## config.mk

```make
export PLATFORM = sky130hd
export DESIGN_NAME = spi_slave_rx
export DESIGN_NICKNAME = d
export VERILOG_FILES = /design/src/rtl/spi_pkg.sv /design/src/rtl/spi_sync_edge.sv /design/src/rtl/spi_slave_rx.sv
export SDC_FILE = /design/constraint.sdc
export NUM_CORES = 1
export LEC_CHECK = 0
export BUFFER_PORTS_ARGS = -buffer_cell sky130_fd_sc_hd__buf_2
export CAP_MARGIN = 25
export CORE_MARGIN = 5
export CORE_UTILIZATION = 40
export DETAILED_ROUTE_END_ITERATION = 12
export GPL_TIMING_DRIVEN = 0
export PLACE_DENSITY = 0.62
export SYNTH_ARGS = -nofsm -noshare
export SYNTH_HDL_FRONTEND = slang
export SYNTH_SLANG_ARGS = --single-unit
```

## constraint.sdc

```tcl
create_clock -name clk -period 2.1 [get_ports clk]
set_input_delay 0.105 -clock clk [delete_from_list [all_inputs] [get_ports clk]]
set_output_delay 0.105 -clock clk [all_outputs]
set_load 0.01 [all_outputs]
```

## src/rtl/spi_pkg.sv

```systemverilog
// Shared SPI definitions for the slave receiver and the spi_controller master.
// Holds default geometry and the receiver FSM state encoding.
package spi_pkg;

  localparam int SPI_DATA_W      = 8;
  localparam int SPI_SYNC_STAGES = 2;

  typedef enum logic [1:0] {
    IDLE = 2'd0,
    RECV = 2'd1,
    DONE = 2'd2
  } spi_state_t;

endpackage

```

## src/rtl/spi_sync_edge.sv

```systemverilog
// Multi-flop pin synchronizer with registered rise/fall pulses.
// RST_VAL is the pin's idle level so reset never fakes an edge.
module spi_sync_edge #(
  parameter int   STAGES  = 2,
  parameter logic RST_VAL = 1'b0
) (
  input  logic clk,
  input  logic rst,
  input  logic din,
  output logic q,
  output logic rise,
  output logic fall
);

  logic [STAGES-1:0] sync;
  logic              prev;

  always_ff @(posedge clk or negedge rst) begin
    if (!rst) begin
      sync <= {STAGES{RST_VAL}};
      prev <= RST_VAL;
      rise <= 1'b0;
      fall <= 1'b0;
    end else begin
      sync <= {sync[STAGES-2:0], din};
      prev <= sync[STAGES-1];
      rise <= sync[STAGES-1] & ~prev;
      fall <= ~sync[STAGES-1] & prev;
    end
  end

  assign q = sync[STAGES-1];

endmodule

```

## src/rtl/spi_slave_rx.sv

```systemverilog
// SPI mode-0 slave: receives MSB-first words on mosi, returns tx_din on miso.
// All pin decisions use synchronized copies; sclk must be slow vs clk.
module spi_slave_rx
  import spi_pkg::*;
#(
  parameter int DATA_W      = SPI_DATA_W,
  parameter int SYNC_STAGES = SPI_SYNC_STAGES
) (
  input  logic              clk,
  input  logic              rst,
  input  logic              sclk,
  input  logic              cs_bar,
  input  logic              mosi,
  input  logic [DATA_W-1:0] tx_din,
  output logic              miso,
  output logic [DATA_W-1:0] dout,
  output logic              dout_valid,
  output logic              frame_err,
  output logic              busy
);

  localparam int            CW   = $clog2(DATA_W) + 1;
  localparam logic [CW-1:0] LAST = CW'(DATA_W - 1);

  logic                   sclk_unused;
  logic                   sclk_rise;
  logic                   sclk_fall;
  logic                   cs_q;
  logic                   cs_rise;
  logic                   cs_fall;
  logic [SYNC_STAGES-1:0] mosi_sync;
  logic                   mosi_q;
  spi_state_t             state;
  logic [CW-1:0]          cnt;
  logic [DATA_W-1:0]      rx_sh;
  logic [DATA_W-1:0]      tx_sh;

  spi_sync_edge #(
    .STAGES (SYNC_STAGES),
    .RST_VAL(1'b0)
  ) u_sclk (
    .clk (clk),
    .rst (rst),
    .din (sclk),
    .q   (sclk_unused),
    .rise(sclk_rise),
    .fall(sclk_fall)
  );

  spi_sync_edge #(
    .STAGES (SYNC_STAGES),
    .RST_VAL(1'b1)
  ) u_cs (
    .clk (clk),
    .rst (rst),
    .din (cs_bar),
    .q   (cs_q),
    .rise(cs_rise),
    .fall(cs_fall)
  );

  always_ff @(posedge clk or negedge rst) begin
    if (!rst) mosi_sync <= '0;
    else      mosi_sync <= {mosi_sync[SYNC_STAGES-2:0], mosi};
  end

  assign mosi_q = mosi_sync[SYNC_STAGES-1];

  always_ff @(posedge clk or negedge rst) begin
    if (!rst) begin
      state      <= IDLE;
      cnt        <= '0;
      rx_sh      <= '0;
      tx_sh      <= '0;
      dout       <= '0;
      dout_valid <= 1'b0;
      frame_err  <= 1'b0;
      busy       <= 1'b0;
    end else begin
      dout_valid <= 1'b0;
      frame_err  <= 1'b0;
      unique case (state)
        IDLE: begin
          if (cs_fall) begin
            state <= RECV;
            busy  <= 1'b1;
            cnt   <= '0;
            rx_sh <= '0;
            tx_sh <= tx_din;
          end
        end
        RECV: begin
          // a completing bit wins over a simultaneous cs_bar rise
          if (sclk_rise && cnt == LAST) begin
            dout  <= {rx_sh[DATA_W-2:0], mosi_q};
            cnt   <= '0;
            rx_sh <= '0;
            state <= DONE;
            busy  <= 1'b0;
          end else if (cs_rise) begin
            frame_err <= (cnt != '0);
            cnt       <= '0;
            rx_sh     <= '0;
            state     <= IDLE;
            busy      <= 1'b0;
          end else if (sclk_rise) begin
            cnt   <= cnt + 1'b1;
            rx_sh <= {rx_sh[DATA_W-2:0], mosi_q};
          end else if (sclk_fall && cnt != '0) begin
            // the fall after a word's last bit keeps the fresh reload
            tx_sh <= {tx_sh[DATA_W-2:0], 1'b0};
          end
        end
        DONE: begin
          dout_valid <= 1'b1;
          tx_sh      <= tx_din;
          if (cs_q) begin
            state <= IDLE;
            busy  <= 1'b0;
          end else begin
            state <= RECV;
            busy  <= 1'b1;
          end
        end
        default: begin
          state <= IDLE;
          busy  <= 1'b0;
        end
      endcase
    end
  end

  assign miso = ~cs_q & (state != IDLE) & tx_sh[DATA_W-1];

endmodule
```

==> results.md <==
- Outcome: complete, no violations
- WHS Path Cells: 4
- Number of enable-type register cells in the synthesized netlist: 0
- Achievable Freq: 528.2 MHz
- Clock tree buffer depth: 2
- Via-per-instance ratio: 4.863
- Worst skew pair latency: 0.29 ns
- Vias in the first global route: 1218
- Slowest-stage cell, CP: sky130_fd_sc_hd__dfrtp_1
- Net total in the final layout: 189
- DRC violations left: 0
- Leakage: 1.111 nW
- Overall overflow remaining after global route: 0
- Yosys Warn Count: 0
- Number of antenna violations at the first check in global routing: 0
- Largest stage delay, worst path: 0.37 ns
- Count leader, synth: sky130_fd_sc_hd__dfrtp_1
- Antenna fix cells: 0
- Final Hold Fails: 0
- Cell type group with the largest total delay on the critical path: buffers and inverters
- Worst-case clock skew: 0.004929 ns
- Ys async rst share: 1.000
- Switching share of power: 0.2731
- List of most frequent post-synthesis cells: 41 x sky130_fd_sc_hd__dfrtp_1, 23 x sky130_fd_sc_hd__nand2_1, 9 x sky130_fd_sc_hd__a22o_1, 9 x sky130_fd_sc_hd__mux2_2, 7 x sky130_fd_sc_hd__mux2_4
- Sort of element at the end of the critical path: register
- Number of buffers inserted during clock tree synthesis: 5
- Finished Core Util: 0.4917
- Post-route fraction of the period consumed by the critical path: 0.9016
- Power Density: 921.1 nW/um^2
- HPWL reported at the end of detailed placement: 2.086 mm
- Overall via count from detail_route: 1104
- All-Layer GR Usage: 0.1138
- DRT iter0 DRCs: 36
- Gp weighted congestion: 0.7324
- Critical path required time: 2.28 ns
- Proportion of power drawn by combinational gates: 0.223
- Site row count: 24
- Net switching power: 0.5385 mW
- Share of the yosys chip area belonging to registers: 0.6115
- TritonCTS clock tree: built
- Sequence of cells on the critical path: buf_6, and2b_1, clkbuf_1, and2_1, buf_2, mux2_2
- Normalized max-slew margin: 0.6050
- Worst path bufs/invs: 3
- Post-Synthesis Cell Area: 1807 sq um
- Root buffer selected by CTS: sky130_fd_sc_hd__clkbuf_8
- Period minus WS final: 1.893 ns
- Number of slew-limit violations in the final report: 0
- Data arrival time at the worst-slack endpoint: 2.07 ns
- Cts-stage hold buffer count: 3
- Most common flop cell mapped by yosys: sky130_fd_sc_hd__dfrtp_1
- Main area contributors after synthesis: sky130_fd_sc_hd__dfrtp_1 57%, sky130_fd_sc_hd__mux2_4 5.8%, sky130_fd_sc_hd__mux2_2 5.6%
- Area added between synthesis and finish: 18.49%
- Number of clock sinks: 44
- Routed WL per cell: 13.64 um
- Count of distinct cell types in the synthesized netlist: 34
- Maximum number of pins on one net before global-route repair: 45
- Post-Route Setup TNS: 0 ns
- Number of port buffers: 24
- Cells after Synth: 138
- Synth Net Count: 153
- Final setup vio count: 0
- Reported max-cap violation count: 0
- Internal power contribution: 1.433 mW
- Worst IR drop on VDD: 0.3069 mV
- Path type of the worst min-delay path: input port to register
- Highest net fanout along the worst path: 10
- Fraction of layout cells with a size suffix above 1: 0.3371
- Post-DRT Antenna Nets: 0
- FF-to-FF path depth: 6
- Critical path startpoint category: register
- First-pass detailed-route iteration total: 4
- Wire length of the first global-routing pass: 5.520 mm
- Floorplan core area: 4354 sq um
- Total wire length after detailed routing: 3.097 mm
- Area share of the largest cell type after synthesis: 0.5679
- Top-level I/O count: 25
- Area enclosed by the die boundary: 5961 sq um
- Height of the chip: 77.21 um
- Share of power burned in registers: 0.528
- Worst R2R Start: state[1]
- Terminating pin of the worst hold path: tx_sh[1]
- Startpoint of the lowest-slack hold path: tx_din[1]
- Avg Cell Area, Syn: 13.09 sq um
- Worst Tran Pin Value: 0.5925 ns
- Initial standard-cell utilization of the core: 0.4149
- Horizontal die dimension: 77.21 um
- Clock slew at the register clock pins of the worst setup and hold paths: 0.07 ns
- Worst r2r dst: dout[0]
- Biggest area consumer among synthesized cells: sky130_fd_sc_hd__dfrtp_1
- Number of buffers added for setup after CTS: 0
- Setup repair after global routing missed its margin: no
- Clock network power share: 0.249
- H-tree depth: 2
- Post-cts repair resize count: 0
- Critical setup path kind: register to register
- Synthesis-stage register bit count: 44
- Flop2flop setup slack: 0.21 ns
-- routing by layer --
layer	vias up	GRT usage	part of all wire
met2	21	0.1827	0.49
met3	7	0.02927	0.048
met5	-	0	0
met1	536	0.1387	0.44
met4	0	0.06186	0.021
li1	540	-	-
-- power by group through the flow --
stage	logic (mW)	clock network, mW	registers, mW
after global routing	0.486	0.553	1.06
after CTS	0.440	0.520	1.04
after global placement	0.414	0	1.05
after floorplan	0.332	0	1.04
final	0.440	0.490	1.04
after detailed placement	0.433	0	1.06
-- through the flow --
step	hold slack, ns	instance area, sq um	cells	setup slack, ns	power [mW]
3_5_place_dp	0.2112	1992	214	0.2005	1.489
5_1_grt	0.1486	2141	227	0.1012	2.096
3_3_place_gp	0.2101	1992	214	0.2166	1.461
6_report	0.1444	2141	227	0.2067	1.972
2_1_floorplan	-0.1906	1807	138	0.3672	1.369
4_1_cts	0.0008911	2103	225	0.1868	2.000
-- area by class of cell --
cell class / instances / area [sq um]
Buffer: 7 / 41.29
Clock buffer: 7 / 76.32
Clock inverter: 1 / 5.005
Fill cell: 384 / 2213
Inverter: 3 / 11.26
Multi-Input combinational cell: 84 / 649.4
Sequential cell: 44 / 1105
Tap cell: 52 / 65.06
Timing Repair Buffer: 29 / 187.7
-- cells by family after synthesis --
group	count (synthesis)	share of synthesized area
simple gates	45	0.1240
flops	44	0.6115
compound gates	20	0.1018
mux	17	0.1198
buf+inv	10	0.02909
fa+ha+maj	2	0.01385
-- worst min-delay path: cells and delay by family --
family / cells / cell delay, ns
and+or+nand+nor: 2 / 0.09
buffers and inverters: 1 / 0.07
muxes: 1 / 0.13
-- worst max-delay path by stage --
| stage | cells past startpoint | end | from | slack (ns) |
|---|---|---|---|---|
| floorplan | 5 | tx_sh[1] | state[1] | 0.37 |
| finish | 6 | dout[0] | state[1] | 0.21 |
| CTS | 6 | dout[0] | state[1] | 0.19 |
| detailed placement | 6 | dout[4] | state[1] | 0.20 |
| global route | 6 | dout[1] | state[1] | 0.10 |
| global placement | 6 | dout[1] | state[1] | 0.22 |
-- flip-flops by register name (all words and copies together) (netlist names) --
signal and cells:
busy 1, u_sclk.prev 1, u_cs.fall 1, frame_err 1
cnt 4, tx_sh 8, u_sclk.rise 1, mosi_sync 2
rx_sh 7, u_sclk.fall 1, u_cs.rise 1, u_sclk.sync 2
state 2, u_cs.sync 2, u_cs.prev 1, dout 8
dout_valid 1
-- cells in the final DEF (no fill, tap or decap), types with 4 or more instances in the layout --
cell and count:
sky130_fd_sc_hd__nand2_1 23, sky130_fd_sc_hd__nor2_1 6, sky130_fd_sc_hd__a22o_1 9, sky130_fd_sc_hd__nor2b_1 5, sky130_fd_sc_hd__clkbuf_8 5, sky130_fd_sc_hd__mux2_2 9
sky130_fd_sc_hd__dlygate4sd3_1 4, sky130_fd_sc_hd__dfrtp_1 41, sky130_fd_sc_hd__clkbuf_1 4, sky130_fd_sc_hd__buf_2 27, sky130_fd_sc_hd__mux2_4 7
No activity file was read; power rests on OpenSTA's default activity.
